**config.mk**
```make
export PLATFORM = sky130hd
export DESIGN_NAME = ocp_master_arbiter
export DESIGN_NICKNAME = d
export VERILOG_FILES = /design/src/rtl/ocp_master_arbiter.sv
export SDC_FILE = /design/constraint.sdc
export NUM_CORES = 1
export LEC_CHECK = 0
export CORE_MARGIN = 2
export CORE_UTILIZATION = 39
export DETAILED_ROUTE_END_ITERATION = 6
export GPL_TIMING_DRIVEN = 0
export PLACE_DENSITY = 0.87
export SYNTH_ARGS = -nofsm -noshare
export SYNTH_HDL_FRONTEND = slang
export SYNTH_SLANG_ARGS = --single-unit
```
**constraint.sdc**
```tcl
create_clock -name Clk -period 2.82 [get_ports Clk]
set_clock_uncertainty 0.15 [all_clocks]
set_input_delay 0.423 -clock Clk [delete_from_list [all_inputs] [get_ports Clk]]
set_output_delay 0.423 -clock Clk [all_outputs]
set_load 0.05 [all_outputs]
```
**src/rtl/ocp_master_arbiter.sv**
```systemverilog
// ---------------------------------------------------------------------------
// ocp_master_arbiter
//
// Arbitrates two requesters onto a single OCP master bridge port. Only one
// transaction is in flight at a time. The winner's op/address/write data are
// latched in IDLE. They are presented to the bridge for exactly one ISSUE
// cycle. Completion (xfer_done) or a timeout is then awaited in WAIT, and the
// result is reported to the winner with a one-cycle done pulse in RESP.
//
// Requester handshake: a requester raises req_rd[i] and/or req_wr[i] and
// holds it until done[i] pulses. done[i] lasts one cycle. err and rdata are
// meaningful only while done is high. A request still asserted in the cycle
// after done is taken as a new request.
//
// Ports
//   Clk, reset          : clock, synchronous active-high reset
//   req_rd, req_wr      : per-requester read / write request (wr wins if both)
//   req_addr0/1         : requester addresses
//   req_wdata0/1        : requester write data
//   gnt                 : one-hot grant, held from ISSUE through RESP
//   done, err, rdata    : completion pulse, timeout flag, read data
//   address, write_data : bridge address / write data (latched values)
//   data_valid          : bridge write data valid (ISSUE, writes only)
//   read_request        : bridge read request (ISSUE only)
//   write_request       : bridge write request (ISSUE only)
//   read_data           : bridge read data
//   xfer_done           : bridge completion pulse (only honoured in WAIT)
//   o_dbg_state         : current FSM state (IDLE=0 ISSUE=1 WAIT=2 RESP=3)
// ---------------------------------------------------------------------------
module ocp_master_arbiter #(
  parameter int         MADDR_WIDTH = 64,
  parameter int         MDATA_WIDTH = 8,
  parameter logic [7:0] TIMEOUT     = 8'd255
) (
  input  logic                   Clk,
  input  logic                   reset,
  input  logic [1:0]             req_rd,
  input  logic [1:0]             req_wr,
  input  logic [MADDR_WIDTH-1:0] req_addr0,
  input  logic [MADDR_WIDTH-1:0] req_addr1,
  input  logic [MDATA_WIDTH-1:0] req_wdata0,
  input  logic [MDATA_WIDTH-1:0] req_wdata1,
  output logic [1:0]             gnt,
  output logic [1:0]             done,
  output logic                   err,
  output logic [MDATA_WIDTH-1:0] rdata,
  output logic [MADDR_WIDTH-1:0] address,
  output logic [MDATA_WIDTH-1:0] write_data,
  output logic                   data_valid,
  output logic                   read_request,
  output logic                   write_request,
  input  logic [MDATA_WIDTH-1:0] read_data,
  input  logic                   xfer_done,
  output logic [1:0]             o_dbg_state
);

  typedef enum logic [1:0] {
    ST_IDLE  = 2'd0,
    ST_ISSUE = 2'd1,
    ST_WAIT  = 2'd2,
    ST_RESP  = 2'd3
  } state_t;

  state_t                 r_state;
  state_t                 w_next;
  logic [1:0]             r_gnt;
  logic                   r_win;
  logic                   r_last_gnt;
  logic                   r_is_wr;
  logic                   r_err;
  logic [7:0]             r_cnt;
  logic [MADDR_WIDTH-1:0] r_addr;
  logic [MDATA_WIDTH-1:0] r_wdata;
  logic [MDATA_WIDTH-1:0] r_rdata;

  logic [1:0]             w_active;
  logic                   w_winner;
  logic                   w_tmo_hit;

  // Round-robin: on a tie the requester that did not win last time goes.
  always_comb begin
    w_active = req_rd | req_wr;
    w_winner = 1'b0;
    if (w_active == 2'b11) begin
      w_winner = ~r_last_gnt;
    end else begin
      w_winner = w_active[1];
    end
  end

  // Counter is cleared on entry to WAIT. The last WAIT cycle is therefore the
  // one in which it reads TIMEOUT-1, giving exactly TIMEOUT WAIT cycles.
  assign w_tmo_hit = ((r_cnt + 8'd1) == TIMEOUT);

  // ---------------------------------------------------------------- FSM
  always_ff @(posedge Clk) begin
    if (reset) begin
      r_state <= ST_IDLE;
    end else begin
      r_state <= w_next;
    end
  end

  always_comb begin
    w_next = r_state;
    case (r_state)
      ST_IDLE:  if (|w_active) w_next = ST_ISSUE;
      ST_ISSUE: w_next = ST_WAIT;
      ST_WAIT:  if (xfer_done || w_tmo_hit) w_next = ST_RESP;
      ST_RESP:  w_next = ST_IDLE;
      default:  w_next = ST_IDLE;
    endcase
  end

  // ---------------------------------------------------------------- datapath
  always_ff @(posedge Clk) begin
    if (reset) begin
      r_gnt      <= 2'b00;
      r_win      <= 1'b0;
      r_last_gnt <= 1'b1;
      r_is_wr    <= 1'b0;
      r_err      <= 1'b0;
      r_cnt      <= 8'd0;
      r_addr     <= '0;
      r_wdata    <= '0;
      r_rdata    <= '0;
    end else begin
      case (r_state)
        ST_IDLE: begin
          if (|w_active) begin
            r_win   <= w_winner;
            r_gnt   <= w_winner ? 2'b10 : 2'b01;
            // A requester raising both rd and wr gets a write.
            r_is_wr <= req_wr[w_winner];
            r_addr  <= w_winner ? req_addr1 : req_addr0;
            r_wdata <= w_winner ? req_wdata1 : req_wdata0;
            r_err   <= 1'b0;
          end
        end
        ST_ISSUE: begin
          r_cnt <= 8'd0;
        end
        ST_WAIT: begin
          // xfer_done takes priority over a coincident timeout.
          if (xfer_done) begin
            r_err <= 1'b0;
            if (!r_is_wr) begin
              r_rdata <= read_data;
            end
          end else if (w_tmo_hit) begin
            r_err   <= 1'b1;
            r_rdata <= '0;
          end else begin
            r_cnt <= r_cnt + 8'd1;
          end
        end
        ST_RESP: begin
          r_gnt      <= 2'b00;
          r_last_gnt <= r_win;
          r_err      <= 1'b0;
        end
        default: begin
          r_gnt <= 2'b00;
        end
      endcase
    end
  end

  // ---------------------------------------------------------------- outputs
  assign gnt           = r_gnt;
  assign done          = (r_state == ST_RESP) ? r_gnt : 2'b00;
  assign err           = (r_state == ST_RESP) & r_err;
  assign rdata         = r_rdata;
  assign address       = r_addr;
  assign write_data    = r_wdata;
  assign read_request  = (r_state == ST_ISSUE) & ~r_is_wr;
  assign write_request = (r_state == ST_ISSUE) & r_is_wr;
  assign data_valid    = (r_state == ST_ISSUE) & r_is_wr;
  assign o_dbg_state   = r_state;

endmodule

```
==> results of run 1 <==
[placed cells by master, fill, tap and decap left out, types with 8 or more instances in the layout]
| master | n |
|---|---|
| nor2b_1 | 8 |
| a21oi_1 | 20 |
| o211ai_1 | 9 |
| clkbuf_16 | 9 |
| clkbuf_1 | 43 |
| a311oi_1 | 65 |
| clkdlybuf4s50_1 | 247 |
| nand4_1 | 8 |
| nand2_1 | 147 |
| dfxtp_1 | 96 |
| nor2_1 | 85 |
[power breakdown]
group	switching [mW]	internal (mW)
registers	0.270	1.80
logic	2.93	1.46
clock network	0.510	0.643
[sequential cells by signal, indices dropped and copies added, names as in the netlist]
signal	cells
r_err	1
write_data	8
gnt	2
address	64
r_win	1
rdata	8
o_dbg_state	2
r_cnt	8
r_last_gnt	1
r_is_wr	1
[cell type report]
| cell class | count | area [sq um] | share of cell area (%) |
|---|---|---|---|
| clock inverter | 4 | 30.03 | 0.4094 |
| inverter | 5 | 18.77 | 0.2559 |
| sequential | 96 | 1922 | 26.20 |
| buffer | 48 | 193.9 | 2.644 |
| tap | 140 | 175.2 | 2.388 |
| multi-input combinational | 413 | 2270 | 30.95 |
| clock buffer | 11 | 252.7 | 3.446 |
| timing repair buffer | 247 | 2472 | 33.71 |
[stage by stage]
step / util [%] / cell area (sq um) / power, mW
2_1_floorplan: - / 4403 / 4.875
3_3_place_gp: 64.47 / 7051 / 6.350
3_5_place_dp: 64.47 / 7051 / 6.458
4_1_cts: 67.06 / 7333 / 7.625
5_1_grt: 67.07 / 7335 / 8.008
6_report: 67.07 / 7335 / 7.610
[worst reg2reg max path, stage by stage (launching register included)]
cell      delay [ps]
dfxtp_1          420
inv_1            110
ha_1             270
nor2b_1          150
clkbuf_1         230
a31oi_1          720
a31oi_1          210
nor3_1           210
[final timing paths]
check | end | depth (start not counted)
worst max register to register | o_dbg_state[0]$_SDFFE_PP0P_ | 7
worst min-delay path | r_err$_SDFFE_PP0P_ | 1
worst min register to register | r_err$_SDFFE_PP0P_ | 1
worst max-delay path | write_request | 5
[layer usage]
layer  vias up  routed length [um]  share of wire, %  track usage, %
met4         0                 616               3.7           12.68
met5         -                   0                 0               0
li1       2510                   -                 -               -
met1      2443                6362                38           30.88
met3        46                1463               8.8           6.878
met2       259                8273                49           46.23
[logic make-up after synthesis]
kind of cell / after synthesis / share of synthesized area, %
mux: 1 / 0.2273
fa+ha+maj: 7 / 1.989
flops: 96 / 43.65
simple gates: 275 / 25.92
compound gates: 130 / 23.42
buf+inv: 53 / 4.802
==> key figures, run 1 <==
Run status
  – Status: finished clean

Clock network
  – Clk_lat worst skew: about 340 ps
  – CTS root buffer: clkbuf_16
  – Clk buf depth: 2
  – Post-CTS resize count: 0
  – CTS H-tree depth: 3
  – Clk sink count: 96
  – Num CTS Buffers: 9
  – # hold bufs at CTS: 0
  – Post-CTS Setup Repair Bufs: 0
  – CTS tree: yes
  – Clock-pin slew on the worst setup and hold paths: around 70 ps

Detailed routing
  – Starting DRT DRC Count: approximately 390
  – Post-route ant nets: 0
  – Via count: approximately 5.3k
  – # DRC: 0
  – Drt first pass iters: 5
  – WL per Instance: around 17 um
  – Post-Route WL: 16.72 mm
  – Via-per-instance ratio: 5.454

Pwr
  – Pwr dens: 1038 mW/mm^2
  – Leakage: 2.762 nW
  – Peak supply drop: 0.0006399 V

Placed design
  – Final GP Congestion: 0.8836
  – Dpl ws: -181.0 ps
  – Detailed Place HPWL: 12.89 mm
  – DP Cell Count: approximately 950
  – IO Port Bufs: 247

Layout
  – Share of layout cells above drive strength 1: 3.155%
  – Layout fillers: 884
  – Area grow syn2layout: 66.58%
  – Layout Cells excl Fill: 964
  – # nets final: 986
  – Antenna fix cells: 0

Global routing
  – First-pass GRT wire length: 25.13 mm
  – Largest net degree at the start of global routing: 16
  – Antenna violations before repair: 0
  – Vias in the first global route: 5190
  – GR Overflow Total: 0
  – GRT Total Usage: 26.78%

STA
  – Final Hold Fails: 0
  – Measured slew at the worst slew-check pin: 844.2 ps
  – Post-route setup slack: ~120 ps
  – Final min period: roughly 2700 ps
  – Rel. slew slack: 43.45%
  – Final Slew Violations: 0
  – Final Cycle Share: between 90% and 100%
  – Final setup fails: 0
  – WHS: between 300 and 400 ps
  – Final setup TNS: 0 ps
  – Unrepaired setup endpoints after global routing: no
  – Peak Freq: about 370 MHz

Die
  – Die H: 110.3 um
  – Die area: 0.01216 sq mm
  – Initial core utilization: 40.26%
  – CORE AREA: 0.01094 sq mm
  – Ports: 249
  – Die width: between 100 and 150 um
  – # rows: 38

Synthesis
  – Syn_area_per_cell: ~7.8 sq um
  – Synth top area cells: dfxtp_1 44%, a311oi_1 13%, nand2_1 13%, nor2_1 7.2%, clkbuf_1 3.8%
  – FFs w/ async S/R, synth: 0%
  – Yosys warns: 0
  – Post-synth EDFFs: 0
  – Top cell type by total area after synthesis: dfxtp_1
  – Leading cell types by count after synthesis: 147 x nand2_1, 96 x dfxtp_1, 85 x nor2_1
  – Register area share after synthesis: 43.65%
  – Synthesized instance count: 562
  – Synth Net Count: 728
  – Yosys cell types: 43
  – Netlist Area Pre-Place: 0.004403 sq mm
  – Synth Flop Type: dfxtp_1
  – Most frequent cell after synthesis: nand2_1
  – Synth Register Bits: 96
  – Yosys top cell area share: 43.65%

Critical path
  – Startpoint types: flop
  – Crit end category: primary output
  – Reg2reg start: o_dbg_state[0]$_SDFFE_PP0P_
  – Req. time, crit path: around 2300 ps
  – Crit path from: o_dbg_state[1]$_SDFFE_PP0P_
  – FF-to-FF setup slack: roughly 270 ps
  – Slowest cell on crit path: clkdlybuf4s50_1
  – CP peak stage delay: 780 ps
  – Crit path kind: reg2out
  – Critical path, cell by cell: inv_1 > ha_1 > and2_1 > buf_4 > clkdlybuf4s50_1
  – CP delay by family, top: buffers and inverters
  – Worst-path maximum fanout: 5
  – Critical path arrival: approximately 2100 ps
  – Crit path buffers/inverters: 3

Hold path
  – Hold Path Class: reg2reg
  – Hold path startpoint: r_err$_SDFFE_PP0P_

Flow run
  – Max Cap Viol: 0
(Power assumes the default switching activity.)
==> run 2: changes to the inputs <==
- SLEW_MARGIN: unset -> 10
==> results of run 2 <==
Same layout as run 1: the final DEF is identical, and so are final timing and power.
==> run 3: changes to the inputs <==
--- a/config.mk
+++ b/config.mk
@@ -7,3 +7,3 @@
 export LEC_CHECK = 0
-export CORE_MARGIN = 2
+export CORE_MARGIN = 8
 export CORE_UTILIZATION = 39
--- a/constraint.sdc
+++ b/constraint.sdc
@@ -4,2 +4,2 @@
 set_output_delay 0.423 -clock Clk [all_outputs]
-set_load 0.05 [all_outputs]
+set_load 0.02 [all_outputs]
==> key figures, run 3 (synthesized netlist as in run 1, its figures left out) <==
Layout
  – Area grow syn2layout: 66.95% (was 66.58%)
  – Finished Cell Area: 0.007351 sq mm (was 0.007335 sq mm)
  – Commonest non-fill, non-tap cell in the layout: clkdlybuf4s50_1 (unchanged)
  – # nets final: 985 (was 986)
  – Share of layout cells above drive strength 1: 3.034% (was 3.155%)
  – Most frequent cells in the layout: 247 x clkdlybuf4s50_1, 147 x nand2_1, 96 x dfxtp_1 (unchanged)
  – Largest register FFs: 64 (unchanged)

Hold path
  – Hold path startpoint: r_err$_SDFFE_PP0P_ (unchanged)
  – Hold EP: r_err$_SDFFE_PP0P_ (unchanged)
  – Worst Hold Depth: 1 (unchanged)
  – Hold Path Class: reg2reg (unchanged)

STA
  – Final Hold Fails: 0 (unchanged)
  – WHS: 308.4 ps (was 311.0 ps)
  – Unrepaired setup endpoints after global routing: no (unchanged)
  – Final Cycle Share: 92.33% (was 95.59%)
  – Final setup fails: 0 (unchanged)
  – Post-route setup slack: 216.2 ps (was 124.4 ps)
  – Peak Freq: 384.1 MHz (was 371.0 MHz)
  – Final min period: 2604 ps (was 2696 ps)
  – Final Slew Violations: 0 (unchanged)
  – Rel. slew slack: 42.53% (was 43.45%)
  – Measured slew at the worst slew-check pin: 858.1 ps (was 844.2 ps)

Clock network
  – Clock-pin slew on the worst setup and hold paths: 70 ps (about the same)
  – CTS H-tree depth: 3 (unchanged)
  – CTS tree: yes (unchanged)
  – # hold bufs at CTS: 0 (unchanged)
  – CTS root buffer: clkbuf_16 (unchanged)
  – Clk sink count: 96 (unchanged)
  – Clk_lat worst skew: 340 ps (about the same)
  – Num CTS Buffers: 9 (unchanged)
  – Clk buf depth: 2 (unchanged)

Detailed routing
  – Drt first pass iters: 5 (unchanged)
  – WL per Instance: 18.06 um (was 17.34 um)
  – Via count: 5109 (was 5258)
  – Post-Route WL: 17.48 mm (was 16.72 mm)
  – # DRC: 0 (unchanged)
  – Post-route ant nets: 0 (unchanged)
  – Starting DRT DRC Count: 199 (was 388)
  – Via-per-instance ratio: 5.278 (was 5.454)

Die
  – Die width: 122.3 um (was 110.3 um)
  – # rows: 39 (was 38)
  – CORE AREA: 0.01122 sq mm (was 0.01094 sq mm)
  – Die H: 122.3 um (was 110.3 um)
  – Initial core utilization: 39.23% (was 40.26%)
  – Ports: 249 (unchanged)
  – Die area: 0.01495 sq mm (was 0.01216 sq mm)

Critical path
  – FF-to-FF setup slack: 250 ps (was 270 ps)
  – Req. time, crit path: 2900 ps (was 2250 ps)
  – Startpoint types: input port (was flop)
  – Worst r2r path cells: 7 (unchanged)
  – Worst-path maximum fanout: 10 (was 5)
  – Crit end category: flop (was primary output)
  – Crit path kind: in2reg (was reg2out)
  – Reg2reg start: o_dbg_state[1]$_SDFFE_PP0P_ (was o_dbg_state[0]$_SDFFE_PP0P_)
  – Critical path arrival: 2680 ps (was 2120 ps)
  – R2R Path End: address[50]$_SDFFE_PP0P_ (was o_dbg_state[0]$_SDFFE_PP0P_)

Placed design
  – Dpl ws: -278.4 ps (was -181.0 ps)
  – IO Port Bufs: 247 (unchanged)
  – Post-DP Area: 0.007054 sq mm (was 0.007051 sq mm)
  – Final GP Congestion: 0.8850 (was 0.8836)
  – Detailed Place HPWL: 13.51 mm (was 12.89 mm)

Global routing
  – Largest net degree at the start of global routing: 15 (was 16)
  – GRT Total Usage: 22.68% (was 26.78%)
  – First-pass GRT wire length: 26.61 mm (was 25.13 mm)
  – GR Overflow Total: 0 (unchanged)
  – Vias in the first global route: 5095 (was 5190)
  – Antenna violations before repair: 0 (unchanged)

Pwr
  – Pwr dens: 913.0 mW/mm^2 (was 1038 mW/mm^2)
  – Leakage: 2.769 nW (was 2.762 nW)
  – Peak supply drop: 0.0004860 V (was 0.0006399 V)

Run status
  – Status: finished clean (unchanged)

Flow run
  – Max Cap Viol: 0 (unchanged)
==> run 3: changes by cell type in the layout (fill, tap and decap cells not counted), sizes merged <==
cell / delta
clkinv: -2
diode: +1
clkinvlp: -1
clkbuf: +3
==> run 3: final cells by class <==
type	instances	area, sq um
fillers	969	3872
repair buffers	247	2472
multi-input cells	413	2270
flip-flops and latches	96	1922
clock buffers	15	287.8
plain buffers	47	190.2
well taps	143	178.9
inverters	5	18.77
clock inverters	1	8.758
diodes	1	2.502
==> run 3: power breakdown <==
group          switching (mW)  total (mW)  internal (mW)
combinational            1.98        3.45           1.47
sequential              0.249        2.05           1.80
clock                   0.516        1.21          0.698
==> run 3: how the worst max path moves through the flow <==
| stage | startpoint | endpoint | slack [ps] | cells after the start |
|---|---|---|---|---|
| 6_report | req_wr[0] | address[50]$_SDFFE_PP0P_ | 220 | 6 |
| 5_1_grt | o_dbg_state[1]$_SDFFE_PP0P_ | address[48]$_SDFFE_PP0P_ | 40 | 7 |
| 4_1_cts | req_wr[1] | address[50]$_SDFFE_PP0P_ | 50 | 7 |
| 3_5_place_dp | req_wr[1] | address[50]$_SDFFE_PP0P_ | -280 | 7 |
| 3_3_place_gp | req_wr[1] | address[50]$_SDFFE_PP0P_ | -180 | 7 |
| 2_1_floorplan | o_dbg_state[0]$_SDFFE_PP0P_ | o_dbg_state[1]$_SDFFE_PP0P_ | 630 | 7 |
==> run 3: repair_timing <==
item,4_1_cts,5_1_grt
resized for setup,1,0
setup endpoints to repair,1,2
setup buffers,0,0
hold endpoints to repair,0,0
pin swaps,0,0
==> run 3: layer usage <==
metal | global-route usage, % | vias to the layer above | routed length (um)
li1 | - | 2508 | -
met1 | 26.48 | 2353 | 6945
met2 | 37.75 | 215 | 8587
met3 | 6.762 | 33 | 1439
met4 | 10.28 | 0 | 506
met5 | 0 | - | 0
==> run 3: metrics by stage <==
stage | total power, mW | util, % | setup TNS [ps] | instances
6_report | 6.711 | 65.50 | 0 | 968
5_1_grt | 7.108 | 65.47 | 0 | 967
4_1_cts | 6.768 | 65.51 | 0 | 968
3_5_place_dp | 5.536 | 62.85 | -6914 | 952
3_3_place_gp | 5.471 | 62.85 | -6362 | 952
2_1_floorplan | 3.909 | - | 0 | 562
==> run 3: worst max-delay path: stages <==
cell and delay, ps:
clkdlybuf4s50_1 440, or2_2 340, a21oi_2 560, clkbuf_1 440, nand2_1 120, a311oi_1 350
